$ cat config.mk
export PLATFORM = sky130hd
export DESIGN_NAME = seq_muldiv
export DESIGN_NICKNAME = d
export VERILOG_FILES = /design/src/rtl/seq_muldiv_pkg.sv /design/src/rtl/seq_muldiv_step.sv /design/src/rtl/seq_muldiv.sv
export SDC_FILE = /design/constraint.sdc
export NUM_CORES = 1
export LEC_CHECK = 0
export BUFFER_PORTS_ARGS = -buffer_cell sky130_fd_sc_hd__clkbuf_2
export CORE_UTILIZATION = 55
export DETAILED_ROUTE_END_ITERATION = 8
export PLACE_DENSITY = 0.74
export SLEW_MARGIN = 20
export SYNTH_ARGS = -nofsm -noshare
export SYNTH_HDL_FRONTEND = slang
export SYNTH_SLANG_ARGS = --single-unit
$ cat constraint.sdc
create_clock -name clk_i -period 7.5 [get_ports clk_i]
set_clock_uncertainty 0.15 [all_clocks]
set_input_delay 0.375 -clock clk_i [delete_from_list [all_inputs] [get_ports clk_i]]
set_output_delay 0.375 -clock clk_i [all_outputs]
set_load 0.02 [all_outputs]
$ cat src/rtl/seq_muldiv_pkg.sv
// seq_muldiv_pkg: funct3 codes, FSM states and per-op decode shared by the multiply/divide unit.
package seq_muldiv_pkg;
  localparam logic [2:0] MULDIV_OP_MUL    = 3'b000;
  localparam logic [2:0] MULDIV_OP_MULH   = 3'b001;
  localparam logic [2:0] MULDIV_OP_MULHSU = 3'b010;
  localparam logic [2:0] MULDIV_OP_MULHU  = 3'b011;
  localparam logic [2:0] MULDIV_OP_DIV    = 3'b100;
  localparam logic [2:0] MULDIV_OP_DIVU   = 3'b101;
  localparam logic [2:0] MULDIV_OP_REM    = 3'b110;
  localparam logic [2:0] MULDIV_OP_REMU   = 3'b111;
  typedef enum logic [1:0] {IDLE = 2'd0, CALC = 2'd1, FIXUP = 2'd2, DONE = 2'd3} state_e;
  typedef enum logic [1:0] {SEL_LO = 2'd0, SEL_HI = 2'd1, SEL_QUO = 2'd2, SEL_REM = 2'd3} sel_e;
  typedef struct packed {
    logic a_sgn;
    logic b_sgn;
    sel_e sel;
  } op_attr_t;
  function automatic op_attr_t op_attr(input logic [2:0] op);
    op_attr_t r;
    r = '{a_sgn: 1'b0, b_sgn: 1'b0, sel: SEL_LO};
    case (op)
      MULDIV_OP_MUL:    r = '{a_sgn: 1'b0, b_sgn: 1'b0, sel: SEL_LO};
      MULDIV_OP_MULH:   r = '{a_sgn: 1'b1, b_sgn: 1'b1, sel: SEL_HI};
      MULDIV_OP_MULHSU: r = '{a_sgn: 1'b1, b_sgn: 1'b0, sel: SEL_HI};
      MULDIV_OP_MULHU:  r = '{a_sgn: 1'b0, b_sgn: 1'b0, sel: SEL_HI};
      MULDIV_OP_DIV:    r = '{a_sgn: 1'b1, b_sgn: 1'b1, sel: SEL_QUO};
      MULDIV_OP_DIVU:   r = '{a_sgn: 1'b0, b_sgn: 1'b0, sel: SEL_QUO};
      MULDIV_OP_REM:    r = '{a_sgn: 1'b1, b_sgn: 1'b1, sel: SEL_REM};
      MULDIV_OP_REMU:   r = '{a_sgn: 1'b0, b_sgn: 1'b0, sel: SEL_REM};
      default:          r = '{a_sgn: 1'b0, b_sgn: 1'b0, sel: SEL_LO};
    endcase
    return r;
  endfunction
endpackage

$ cat src/rtl/seq_muldiv_step.sv
// seq_muldiv_step: one iteration of shift-add multiply or restoring divide on a 2*XLEN accumulator.
module seq_muldiv_step #(
  parameter int XLEN = 32
) (
  input  logic              is_div,
  input  logic [2*XLEN-1:0] acc,
  input  logic [XLEN-1:0]   opd,
  output logic [2*XLEN-1:0] acc_nxt
);
  logic [XLEN:0] sum;
  logic [XLEN:0] diff;
  always_comb begin
    sum = {1'b0, acc[2*XLEN-1:XLEN]} + (acc[0] ? {1'b0, opd} : '0);
    diff = acc[2*XLEN-1:XLEN-1] - {1'b0, opd};
    acc_nxt = !is_div ? {sum, acc[XLEN-1:1]}
            : diff[XLEN] ? {acc[2*XLEN-2:0], 1'b0}
            : {diff[XLEN-1:0], acc[XLEN-2:0], 1'b1};
  end
endmodule

$ cat src/rtl/seq_muldiv.sv
// seq_muldiv: iterative RV32M/RV64M multiply/divide unit with tagged valid/ready handshakes and flush.
// Define SEQ_MULDIV_EARLY_OUT_EN to skip iteration for divide-by-zero, signed overflow and zero-operand multiply.
module seq_muldiv
  import seq_muldiv_pkg::*;
#(
  parameter int XLEN  = 32,
  parameter int TAG_W = 5
) (
  input  logic             clk_i,
  input  logic             rst_ni,
  input  logic             flush_i,
  input  logic             valid_i,
  output logic             ready_o,
  input  logic [2:0]       op_i,
  input  logic [XLEN-1:0]  a_i,
  input  logic [XLEN-1:0]  b_i,
  input  logic [TAG_W-1:0] tag_i,
  output logic             valid_o,
  input  logic             ready_i,
  output logic [XLEN-1:0]  result_o,
  output logic [TAG_W-1:0] tag_o,
  output logic             busy_o
);
`ifdef SEQ_MULDIV_EARLY_OUT_EN
  localparam bit EARLY = 1'b1;
`else
  localparam bit EARLY = 1'b0;
`endif
  localparam int CW = $clog2(XLEN + 1);
  state_e state;
  logic [CW-1:0] cnt;
  logic [2*XLEN-1:0] acc, acc_nxt, prod;
  logic [XLEN-1:0] opd, a_mag, b_mag, spec_val, spec_val_n, quo, rem, res_fix;
  logic [TAG_W-1:0] tag;
  op_attr_t attr, attr_n;
  logic a_neg, b_neg, neg, neg_n, div0, ovf, mul0, spec, spec_n, rem_n;
  always_comb begin
    attr_n = op_attr(op_i);
    rem_n = attr_n.sel == SEL_REM;
    a_neg = attr_n.a_sgn & a_i[XLEN-1];
    b_neg = attr_n.b_sgn & b_i[XLEN-1];
    a_mag = a_neg ? -a_i : a_i;
    b_mag = b_neg ? -b_i : b_i;
    neg_n = rem_n ? a_neg : a_neg ^ b_neg;
    div0 = op_i[2] && b_i == '0;
    ovf = op_i[2] && attr_n.a_sgn && a_i == {1'b1, {(XLEN-1){1'b0}}} && b_i == '1;
    mul0 = EARLY && !op_i[2] && (a_i == '0 || b_i == '0);
    spec_n = div0 | ovf | mul0;
    spec_val_n = div0 ? (rem_n ? a_i : '1) : (ovf && !rem_n) ? a_i : '0;
  end
  seq_muldiv_step #(.XLEN(XLEN)) u_step (
    .is_div  (attr.sel[1]),
    .acc     (acc),
    .opd     (opd),
    .acc_nxt (acc_nxt)
  );
  // The product is negated as a whole so MULH* see the correct high half.
  always_comb begin
    prod = neg ? -acc : acc;
    quo = acc[XLEN-1:0];
    rem = acc[2*XLEN-1:XLEN];
    res_fix = spec ? spec_val
            : attr.sel == SEL_LO ? prod[XLEN-1:0]
            : attr.sel == SEL_HI ? prod[2*XLEN-1:XLEN]
            : attr.sel == SEL_QUO ? (neg ? -quo : quo)
            : (neg ? -rem : rem);
  end
  always_ff @(posedge clk_i or negedge rst_ni) begin
    if (!rst_ni) begin
      state <= IDLE;
      cnt <= '0;
      acc <= '0;
      opd <= '0;
      attr <= '0;
      tag <= '0;
      neg <= 1'b0;
      spec <= 1'b0;
      spec_val <= '0;
      result_o <= '0;
      tag_o <= '0;
      valid_o <= 1'b0;
      ready_o <= 1'b1;
      busy_o <= 1'b0;
    end else if (flush_i) begin
      state <= IDLE;
      cnt <= '0;
      valid_o <= 1'b0;
      ready_o <= 1'b1;
      busy_o <= 1'b0;
    end else begin
      case (state)
        IDLE: if (valid_i) begin
          attr <= attr_n;
          tag <= tag_i;
          neg <= neg_n;
          spec <= spec_n;
          spec_val <= spec_val_n;
          opd <= op_i[2] ? b_mag : a_mag;
          acc <= {{XLEN{1'b0}}, op_i[2] ? a_mag : b_mag};
          cnt <= CW'(XLEN);
          ready_o <= 1'b0;
          busy_o <= 1'b1;
          if (EARLY && spec_n) begin
            state <= DONE;
            result_o <= spec_val_n;
            tag_o <= tag_i;
            valid_o <= 1'b1;
          end else begin
            state <= CALC;
          end
        end
        CALC: begin
          acc <= acc_nxt;
          cnt <= cnt - CW'(1);
          if (cnt == CW'(1)) state <= FIXUP;
        end
        FIXUP: begin
          result_o <= res_fix;
          tag_o <= tag;
          valid_o <= 1'b1;
          state <= DONE;
        end
        DONE: if (ready_i) begin
          valid_o <= 1'b0;
          ready_o <= 1'b1;
          busy_o <= 1'b0;
          state <= IDLE;
        end
      endcase
    end
  end
endmodule
==> impl_metrics.json <==
{
  "cts_setup_buffers": 0,
  "synth_area_sq_um": 16200,
  "pin_count": 117,
  "synth_commonest_cells": "nand2_1, o21ai_0, nor2_1, dfrtp_1, a21oi_1",
  "min_to": "spec_val[4]",
  "irDropWorstVdd_mv": 0.351,
  "r2r-end": "acc[33]",
  "drt_iter0_markers": 2051,
  "cts_root_buf": "clkbuf_16",
  "yosys.area.top_type": "dfrtp_1",
  "path_max_fanout": 54,
  "maxCapViolations": 0,
  "slew_violations": 0,
  "start_kind": "flop",
  "fin_util": 0.611,
  "grt_pass1_vias": 15344,
  "synth_cell_types": 76,
  "insertion_delay_ns": 0.47,
  "drive_above_1_share": 0.111,
  "cp-end-kind": "flop",
  "synth-seq-cells": 185,
  "htree_levels": 4,
  "num_rows": 62,
  "coreArea_sq_um": 28900,
  "ys_seq_area_frac": 0.286,
  "holdWs_ns": 0.0676,
  "antenna_found_initial": 0,
  "async_flop_share": 1.00,
  "yosysMostFrequentCell": "nand2_1",
  "grtUsageTotal": 0.381,
  "num_antenna_cells": 0,
  "period_share": 0.644,
  "setup_viol": 0,
  "syn_inst": 2117,
  "reg2reg_depth": 11,
  "hold_class": "in2reg",
  "hpwl_microns": 42300,
  "max_clock_freq_mhz": 207,
  "port_buffers": 116,
  "synthFlopType": "dfrtp_1",
  "r2r_slack_ns": 2.67,
  "worstSetupStartpoint": "state[1]",
  "die_w_microns": 174,
  "start_util": 0.561,
  "status": "complete, no violations",
  "areaGrowthSynthToFinish_pct": 8.80,
  "r2r-start": "state[1]",
  "hold_path_depth": 3,
  "synth_area_leaders": "dfrtp_1, o21ai_0, nand2_1, ha_1, a21oi_1",
  "p_leak_nw": 7.78,
  "wl_per_cell_microns": 22.4,
  "first_pass_iters": 6,
  "crit_arrival_ns": 5.08,
  "cts_tree": "yes",
  "gp_routability_congestion": 0.969,
  "postRouteAntennaNets": 0,
  "holdCritStartpoint": "a_i[4]",
  "grt_pass1_wl_microns": 89000,
  "overflow": 0,
  "vias": 16479,
  "via_per_inst": 6.47,
  "drcViolationCount": 0,
  "tns_ns": 0,
  "finalWirelength_microns": 57000,
  "relSlewSlack": 0.266,
  "finalHoldViolCount": 0,
  "grt_max_degree": 122,
  "nets": 2305,
  "rsz0062_at_grt": "false",
  "cp_data_required_time_ns": 7.75,
  "power.density_nw_per_um2": 464,
  "synth_enable_flop_cells": 0,
  "clock-sinks": 185,
  "yosys_warnings": 0,
  "die-height_microns": 174,
  "tightest_slew_ns": 1.10,
  "period_needed_ns": 4.83,
  "numCtsBuffers": 17,
  "critPathKind": "reg2reg",
  "synth_nets": 2273,
  "path_clk_slew_ns": 0.09,
  "syn_area_per_cell_sq_um": 7.65,
  "yosysTopAreaCellShare": 0.284,
  "die-area_sq_um": 30100,
  "cts_buffer_depth": 2
}
-- sequential cells by signal, summed over array words and instances, names as in the netlist --
signal	flops
spec	1
acc	64
result_o	32
state	2
spec_val	32
busy_o	1
neg	1
attr	2
valid_o	1
tag_o	5
cnt	6
tag	5
ready_o	1
opd	32
-- layout make-up --
type                    instances  area [sq um]
multi-input cells            1721         10800
clock buffers                  18           429
inverters                      82           308
well taps                     384           480
clock inverters                14           169
fillers                      2679         11200
flip-flops and latches        185          4630
repair buffers                142           822
-- worst max path at each step --
stage	endpoint	slack [ns]	depth (start not counted)
finish	acc[33]	2.67	11
global route	acc[49]	2.58	11
CTS	acc[33]	2.74	11
detailed placement	acc[33]	2.80	11
global placement	acc[33]	2.88	11
floorplan	acc[61]	4.08	13
-- cells by family after synthesis --
group / synth area share
AND/OR/NAND/NOR: 0.211
XOR/XNOR: 0.0908
multiplexers: 0.0426
flip-flops: 0.286
AO/OA/AOI/OAI: 0.258
adder cells (fa/ha/maj): 0.0619
buffers and inverters: 0.0497
-- critical path, stage by stage (launching register included) --
cell     delay (ns)
dfrtp_1        0.41
inv_1          0.09
ha_2           0.16
buf_4          0.48
inv_1          0.49
o21a_1         0.31
nor2_1         0.80
nand2_1        0.60
nor2_1         0.64
buf_4          0.35
a32oi_1        0.15
o21ai_0        0.11
-- layout by cell type, fill, tap and decap left out, types with 20 or more instances in the layout --
| master | count |
|---|---|
| xor2_1 | 74 |
| ha_1 | 76 |
| nand2_1 | 259 |
| o21ai_0 | 236 |
| o31ai_1 | 36 |
| nand3_1 | 31 |
| or3_1 | 25 |
| clkbuf_2 | 114 |
| a211oi_1 | 46 |
| mux2i_1 | 34 |
| nor2_1 | 214 |
| nand2b_1 | 22 |
| dfrtp_1 | 182 |
| xnor2_1 | 94 |
| a21o_1 | 27 |
| a21oi_1 | 180 |
| nand4_1 | 22 |
| inv_1 | 82 |
| buf_4 | 20 |
| mux2_2 | 31 |
| nor3_1 | 32 |
-- metal layers --
layer | track usage | vias to the layer above | part of all wire
met3 | 0.0787 | 128 | 0.10
met5 | 0 | - | 0
li1 | - | 7650 | -
met2 | 0.566 | 875 | 0.43
met1 | 0.524 | 7826 | 0.41
met4 | 0.196 | 0 | 0.050
-- through the flow --
stage | power [mW] | instance area (sq um) | worst slack [ns] | cells
finish | 8.18 | 17600 | 2.67 | 2546
global route | 8.72 | 17600 | 2.58 | 2546
CTS | 8.02 | 17600 | 2.74 | 2545
detailed placement | 7.05 | 16900 | 2.80 | 2507
global placement | 6.98 | 16900 | 2.88 | 2507
floorplan | 5.56 | 16200 | 4.08 | 2117
-- repair_timing --
action / 4_1_cts / 5_1_grt
resized for setup: 0 / 0
hold endpoints to repair: 80 / 0
hold buffers: 6 / 0
-- report_power, final --
part	internal (mW)	leakage, nW	switching, mW
Sequential	1.35	2.41	0.527
Combinational	2.00	5.08	3.34
Clock	0.454	0.288	0.498
(Power assumes the default switching activity.)
